$ cat config.mk
export PLATFORM = sky130hd
export DESIGN_NAME = instr_fetch_reg
export DESIGN_NICKNAME = d
export VERILOG_FILES = /design/src/rtl/instr_fetch_reg.sv
export SDC_FILE = /design/constraint.sdc
export NUM_CORES = 1
export LEC_CHECK = 0
export BUFFER_PORTS_ARGS = -buffer_cell sky130_fd_sc_hd__buf_2
export CORE_MARGIN = 5
export CORE_UTILIZATION = 23
export CTS_CLUSTER_DIAMETER = 50
export DETAILED_ROUTE_END_ITERATION = 8
export PLACE_DENSITY_LB_ADDON = 0.15
export RECOVER_POWER = 25
export SLEW_MARGIN = 0
export SYNTH_ARGS = -nofsm -noshare
export SYNTH_HDL_FRONTEND = slang
export SYNTH_SLANG_ARGS = --single-unit
export TNS_END_PERCENT = 10
$ cat constraint.sdc
create_clock -name clk -period 2.2 [get_ports clk]
set_input_delay 0.33 -clock clk [delete_from_list [all_inputs] [get_ports clk]]
set_output_delay 0.33 -clock clk [all_outputs]
set_load 0.05 [all_outputs]
$ cat src/rtl/instr_fetch_reg.sv
// Instruction-fetch sequencer and Instruction Register for the multi-cycle MIPS datapath.
// Optional build macro FETCH_ERR_NOP_EN: entering ERR loads IR with a NOP (32'h0).
module instr_fetch_reg #(
    parameter int unsigned TIMEOUT = 16,
    parameter int unsigned CNT_W   = 5
) (
    input  logic        clk,
    input  logic        rst_n,
    input  logic        fetch_start,
    input  logic [31:0] pc,
    output logic [31:0] mem_addr,
    output logic        mem_req,
    input  logic        mem_ready,
    input  logic [31:0] mem_rdata,
    output logic        busy,
    output logic        ir_valid,
    output logic        fetch_err,
    output logic [31:0] instr,
    output logic [5:0]  opcode,
    output logic [4:0]  rs,
    output logic [4:0]  rt,
    output logic [4:0]  rd,
    output logic [4:0]  shamt,
    output logic [5:0]  funct,
    output logic [15:0] imm_16,
    output logic [25:0] j_target
);

    localparam logic [1:0] ST_IDLE = 2'd0;
    localparam logic [1:0] ST_REQ  = 2'd1;
    localparam logic [1:0] ST_DONE = 2'd2;
    localparam logic [1:0] ST_ERR  = 2'd3;

    localparam bit             TO_EN   = (TIMEOUT != 0);
    localparam logic [CNT_W-1:0] TO_LAST = CNT_W'((TIMEOUT == 0) ? 0 : TIMEOUT - 1);

    logic [1:0]       state_r,     state_s;
    logic [31:0]      ir_r,        ir_s;
    logic [31:0]      mem_addr_r,  mem_addr_s;
    logic [CNT_W-1:0] cnt_r,       cnt_s;
    logic             mem_req_r,   mem_req_s;
    logic             busy_r,      busy_s;
    logic             ir_valid_r,  ir_valid_s;
    logic             fetch_err_r, fetch_err_s;
    logic [31:0]      ir_err_s;

    // IR value loaded whenever ERR is entered.
`ifdef FETCH_ERR_NOP_EN
    assign ir_err_s = 32'h0000_0000;
`else
    assign ir_err_s = ir_r;
`endif

    // Next-state and next-output computation for the fetch sequencer.
    always_comb begin
        state_s     = state_r;
        ir_s        = ir_r;
        mem_addr_s  = mem_addr_r;
        cnt_s       = cnt_r;
        mem_req_s   = mem_req_r;
        busy_s      = busy_r;
        ir_valid_s  = ir_valid_r;
        fetch_err_s = fetch_err_r;
        case (state_r)
            ST_IDLE, ST_DONE, ST_ERR: begin
                if (fetch_start) begin
                    ir_valid_s = 1'b0;
                    if (pc[1:0] != 2'b00) begin
                        // Misaligned: no memory traffic at all.
                        state_s     = ST_ERR;
                        fetch_err_s = 1'b1;
                        mem_req_s   = 1'b0;
                        busy_s      = 1'b0;
                        ir_s        = ir_err_s;
                    end else begin
                        state_s     = ST_REQ;
                        mem_addr_s  = pc;
                        mem_req_s   = 1'b1;
                        busy_s      = 1'b1;
                        fetch_err_s = 1'b0;
                        cnt_s       = {CNT_W{1'b0}};
                    end
                end else begin
                    state_s = state_r;
                end
            end
            ST_REQ: begin
                if (mem_ready) begin
                    // Data on the final timeout cycle still wins over the error.
                    state_s    = ST_DONE;
                    ir_s       = mem_rdata;
                    mem_req_s  = 1'b0;
                    busy_s     = 1'b0;
                    ir_valid_s = 1'b1;
                end else if (TO_EN && (cnt_r == TO_LAST)) begin
                    state_s     = ST_ERR;
                    mem_req_s   = 1'b0;
                    busy_s      = 1'b0;
                    fetch_err_s = 1'b1;
                    ir_s        = ir_err_s;
                end else begin
                    cnt_s = cnt_r + CNT_W'(1);
                end
            end
            default: begin
                state_s     = ST_IDLE;
                ir_s        = 32'h0000_0000;
                mem_addr_s  = 32'h0000_0000;
                cnt_s       = {CNT_W{1'b0}};
                mem_req_s   = 1'b0;
                busy_s      = 1'b0;
                ir_valid_s  = 1'b0;
                fetch_err_s = 1'b0;
            end
        endcase
    end

    // State and output registers with asynchronous clear.
    always_ff @(posedge clk or negedge rst_n) begin
        if (!rst_n) begin
            state_r     <= ST_IDLE;
            ir_r        <= 32'h0000_0000;
            mem_addr_r  <= 32'h0000_0000;
            cnt_r       <= {CNT_W{1'b0}};
            mem_req_r   <= 1'b0;
            busy_r      <= 1'b0;
            ir_valid_r  <= 1'b0;
            fetch_err_r <= 1'b0;
        end else begin
            state_r     <= state_s;
            ir_r        <= ir_s;
            mem_addr_r  <= mem_addr_s;
            cnt_r       <= cnt_s;
            mem_req_r   <= mem_req_s;
            busy_r      <= busy_s;
            ir_valid_r  <= ir_valid_s;
            fetch_err_r <= fetch_err_s;
        end
    end

    assign mem_addr  = mem_addr_r;
    assign mem_req   = mem_req_r;
    assign busy      = busy_r;
    assign ir_valid  = ir_valid_r;
    assign fetch_err = fetch_err_r;
    assign instr     = ir_r;

    // Decoded fields are plain slices of IR.
    assign opcode   = ir_r[31:26];
    assign rs       = ir_r[25:21];
    assign rt       = ir_r[20:16];
    assign rd       = ir_r[15:11];
    assign shamt    = ir_r[10:6];
    assign funct    = ir_r[5:0];
    assign imm_16   = ir_r[15:0];
    assign j_target = ir_r[25:0];

endmodule

## Yosys cells after proc, flatten, opt, wreduce, memory -nomap -nowiden

Index checks and enable logic that the tools add are counted.

- Word-level logic and storage cells: 55
- Output and inout port bits: 142
- Bits in registers: 74

- Muxes and demuxes: 25
- Eq/ne operators: 11
- $add $sub $neg: 1
- Bitwise gates (word level): 2
- Reductions and logical operators: 9

Operator list:

| cell | count |
|---|---|
| $mux 32 | 2 |
| $mux 5 | 4 |
| $ne 2x2->1 const B | 6 |
| $mux 1 | 10 |
| $pmux 5 s2 | 1 |
| $mux 2 | 4 |
| $pmux 1 s2 | 3 |
| $reduce_and 2->1 | 3 |
| $reduce_and 3->1 | 2 |
| $add 5x1->5 const B | 1 |
| $eq 5x4->1 const B | 1 |
| $eq 2x2->1 const B | 2 |
| $pmux 2 s2 | 1 |
| $reduce_and 4->1 | 1 |
| $ne 3x3->1 const B | 1 |
| $reduce_or 3->1 | 1 |
| $eq 2x1->1 const B | 1 |
| $logic_not 2->1 | 1 |
| $not 1->1 | 2 |
| $reduce_bool 2->1 | 1 |

## Logic depth before layout (Yosys ltp)

- Word-level depth: 4
- Gate-level depth with buffers: 6
- Gate-level depth less buffers: 6

## Worst setup path after synthesis

OpenSTA, ideal clock, no wires.

- Kind: register -> register
- From: register cnt_r[0]
- To: register cnt_r[1]
- Cell stages (with the launch flop): 6
- Slack: 295 ps
- Arrival: 1,785 ps
- Buffers on the path: 0
- Period minus slack after synthesis: 1,905 ps
- Path through: dfrtp_1 > ha_1 > and3_1 > ha_1 > or4b_4 > a31o_2

- Longest elaborated chain between the ends: 4
- Elaborated cells between the ends (all ways): 7

RTL lines:

| element | line | source |
|---|---|---|
| from (decl) | 40 | `logic [CNT_W-1:0] cnt_r, cnt_s;` |
| from (signal assigned) | 124 | `cnt_r <= {CNT_W{1'b0}};` |
| from (signal assigned) | 133 | `cnt_r <= cnt_s;` |
| $add 5x1->5 | 102 | `cnt_s = cnt_r + CNT_W'(1);` |
| $mux 5 | 95 | `end else if (TO_EN && (cnt_r == TO_LAST)) begin` |
| $mux 5 | 88 | `if (mem_ready) begin` |
| $pmux 5 s2 | 64 | `case (state_r)` |

Several ways; a longest one is shown, not always the timed one. The select of a mux whose other input is x is not followed.
A chain may end at the register's enable or synchronous reset.

## Worst setup path after layout

- From: register cnt_r[0]
- To: register cnt_r[3]

The elaborated chain is that of the path after synthesis.

==> metrics.md <==
| Metric | Value |
|---|---|
| Reg2Reg Capture Point | `cnt_r[3]$_DFFE_PN0P_` |
| Seq/Total Area, Yosys | `0.519` |
| Largest net degree at the start of global routing | `39` |
| CTS tree | `done` |
| Synth Area in Simple Gates | `0.0421` |
| Worst skew pair latency | `0.33 ns` |
| Highest-count cells in the layout ignoring fill and taps | `buf_2, dfrtp_1, mux2_2, mux2_4, clkbuf_16` |
| Max-cap violations | `0` |
| Sequential Power Share | `0.262` |
| Combinational share of power | `0.542` |
| Reg2reg path depth | `6` |
| Via count | `2349` |
| Fin. max-slew vios | `0` |
| Wire per inst | `14.2 µm` |
| Syn. warnings | `0` |
| CP max FO | `4` |
| Num Clock Sinks | `74` |
| Worst Setup EP | `cnt_r[3]$_DFFE_PN0P_` |
| Via density | `3.97` |
| Antenna Cells | `0` |
| H-tree depth | `3` |
| Post-Synthesis Cell Area | `3570 µm²` |
| CTS clock-pin slew for the worst setup and hold paths | `0.06 ns` |
| Fraction of registers with async set/reset | `1.00` |
| Crit path DAT | `2.28 ns` |
| CP Class | `reg -> reg` |
| ANT nets after route | `0` |
| Footprint of the multi-input gates | `1070 µm²` |
| Pwr/cell area | `1640 nW/µm²` |
| Worst hold path type | `in -> reg` |
| Number of enable flip-flop cells after synthesis | `0` |
| Cell leakage power | `2.47 nW` |
| Setup-failing EPs final | `0` |
| DR DRC count | `0` |
| Worst Clk Skew | `0.00594 ns` |
| Design Area, Final | `4570 µm²` |
| Slew HR | `0.363` |
| Worst setup SP type | `flip-flop` |
| Antenna violations before repair | `2` |
| Gr usage total | `0.0907` |
| Final TNS setup | `0 ns` |
| Ports | `210` |
| Mean Syn Cell Area | `14.0 µm²` |
| Period utilization | `0.914` |
| Placed Area | `4260 µm²` |
| Initial DRC Count | `55` |
| Worst setup startpoint | `cnt_r[0]$_DFFE_PN0P_` |
| Compound-gate portion of the synthesized area | `0.0284` |
| Cell count along the critical path | `6` |
| FF+latch area | `1850 µm²` |
| Crit path cell chain | `ha_1 > and3_1 > ha_1 > or4b_4 > nor3_1 > a211o_1` |
| Hold depth | `2` |
| Synth Instances | `254` |
| Cell variety after synth | `31` |
| WL final | `8390 µm` |
| Placed Instances | `574` |
| Final Hold Fails | `0` |
| Peak VDD IR | `0.632 mV` |
| Rows | `45` |
| Largest family of logic cells by synthesized area | `multiplexers` |
| Crit-path slowest cell | `or4b_4` |
| Tmin final | `2.01 ns` |
| # Post-CTS Setup Buffers | `0` |
| Clock power share | `0.196` |
| Share of cells above drive strength 1 | `0.732` |
| Cell mode on critical path | `ha_1` |
| Reg-to-reg setup timing slack | `0.19 ns` |
| Num CTS Buffers | `9` |
| Most common cell after layout, fill and taps aside | `buf_2` |
| Die width | `135 µm` |
| Global-route wire length before repair | `12900 µm` |
| Synth Area in Adders | `0.00702` |
| Sw power | `3.99 mW` |
| Biggest cell delay along the critical path | `0.59 ns` |
| IO Port Bufs | `209` |
| Synth top area share | `0.519` |
| Die ar. | `18100 µm²` |
| Syn_nets | `324` |
| RSZ-0062 raised after global routing | `no` |
| Synth area leaders | `dfrtp_1, buf_4, mux2_2` |
| Post-synthesis mux area share | `0.224` |
| CTS max path bufs | `2` |
| CTS Root Cell | `clkbuf_16` |
| Vias in the first global route | `2411` |
| XOR/XNOR Fraction of Synth Area | `0` |
| Top delay family on crit path | `simple AND/OR/NAND/NOR gates` |
| Synth Register Bits | `74` |
| Crit. End Element | `flip-flop` |
| Drt first pass iters | `4` |
| R2r startpoint | `cnt_r[0]$_DFFE_PN0P_` |
| Outcome | `complete, no violations` |
| Final Non-Filler Cells | `591` |
| Post-synth top flop | `dfrtp_1` |
| Starting density of the core | `0.235` |
| Filler cells | `1591` |
| Slew @ Worst Pin | `0.956 ns` |
| RePlAce Congestion | `0.697` |
| Cell taking the most area after synthesis | `dfrtp_1` |
| Core box area | `15200 µm²` |
| Max Freq | `497 MHz` |
| Total congestion overflow | `0` |
| DIE HEIGHT | `135 µm` |
| Switch share | `0.532` |
| Crit path required time | `2.47 ns` |
| Internal Power | `3.50 mW` |
| Final net count | `468` |
| Syn-to-layout area delta | `28.1%` |
| Hpwl dp | `6480 µm` |
| Worst Path Buf+Inv | `0` |
## state kept, by name, indices dropped and copies added, names as in the netlist
| name | cells |
|---|---|
| ir_valid | 1 |
| busy | 1 |
| instr | 32 |
| fetch_err | 1 |
| state_r | 2 |
| mem_addr | 32 |
| cnt_r | 5 |
## stage by stage
step / total power, mW / hold WS (ns) / util / worst slack [ns]
3_3_place_gp: 6.09 / 0.335 / 0.280 / 0.210
4_1_cts: 7.62 / 0.193 / 0.301 / 0.196
3_5_place_dp: 6.09 / 0.336 / 0.280 / 0.206
2_1_floorplan: 5.73 / 0.0344 / - / 0.295
6_report: 7.49 / 0.217 / 0.300 / 0.189
5_1_grt: 7.81 / 0.199 / 0.300 / 0.127
## cells by family (layout without fill, tap and decap cells)
kind of cell / Yosys count / in the layout
and+or+nand+nor: 18 / 18
muxes: 63 / 63
buffers and inverters: 83 / 232
adders and majority gates: 2 / 2
DFF: 74 / 74
AOI/OAI and AO/OA: 14 / 14
## worst min-delay path by stage
stage                         endpoint    startpoint
3_5_place_dp      instr[1]$_DFFE_PN0P_         rst_n
4_1_cts           instr[5]$_DFFE_PN0P_  mem_rdata[5]
5_1_grt        mem_addr[7]$_DFFE_PN0P_         pc[7]
3_3_place_gp      instr[1]$_DFFE_PN0P_         rst_n
2_1_floorplan         busy$_DFFE_PN0P_         rst_n
6_report          instr[6]$_DFFE_PN0P_  mem_rdata[6]
## cell usage after synthesis, types with 2 or more instances
library cell,n
a21oi_1,2
and3_1,2
dfrtp_1,74
buf_4,75
ha_1,2
nor3_1,2
mux2_2,37
mux2_4,24
mux2_1,2
nor2_1,3
inv_1,2
and2_1,3
o21ai_0,2
buf_6,6
a31oi_1,2
## layout make-up
class	count	share of cell area
flip-flops and latches	74	0.405
multi-input cells	97	0.235
repair buffers	214	0.241
clock inverters	2	0.00767
well taps	188	0.0515
inverters	2	0.00164
clock buffers	14	0.0578
## power groups by stage
| stage | Sequential, mW | Clock [mW] | Combinational (mW) |
|---|---|---|---|
| global placement | 1.97 | 0 | 4.11 |
| global route | 2.02 | 1.61 | 4.18 |
| finish | 1.96 | 1.47 | 4.06 |
| floorplan | 3.09 | 0 | 2.64 |
| CTS | 1.97 | 1.55 | 4.10 |
| detailed placement | 1.99 | 0 | 4.10 |
## per-layer routing
metal  wire length, µm  vias to the layer above  GRT usage
met5                19                        -          0
met4               140                        4     0.0305
met3              1150                       13     0.0551
met2              3850                      152      0.145
met1              3220                     1106      0.100
li1                  -                     1074          -
## repair_timing
item,CTS,global route
hold buffers,1,0
gates resized for setup,0,0
setup endpoints to repair,0,0
endpoints found under the hold margin,36,0
(Power assumes the default switching activity.)
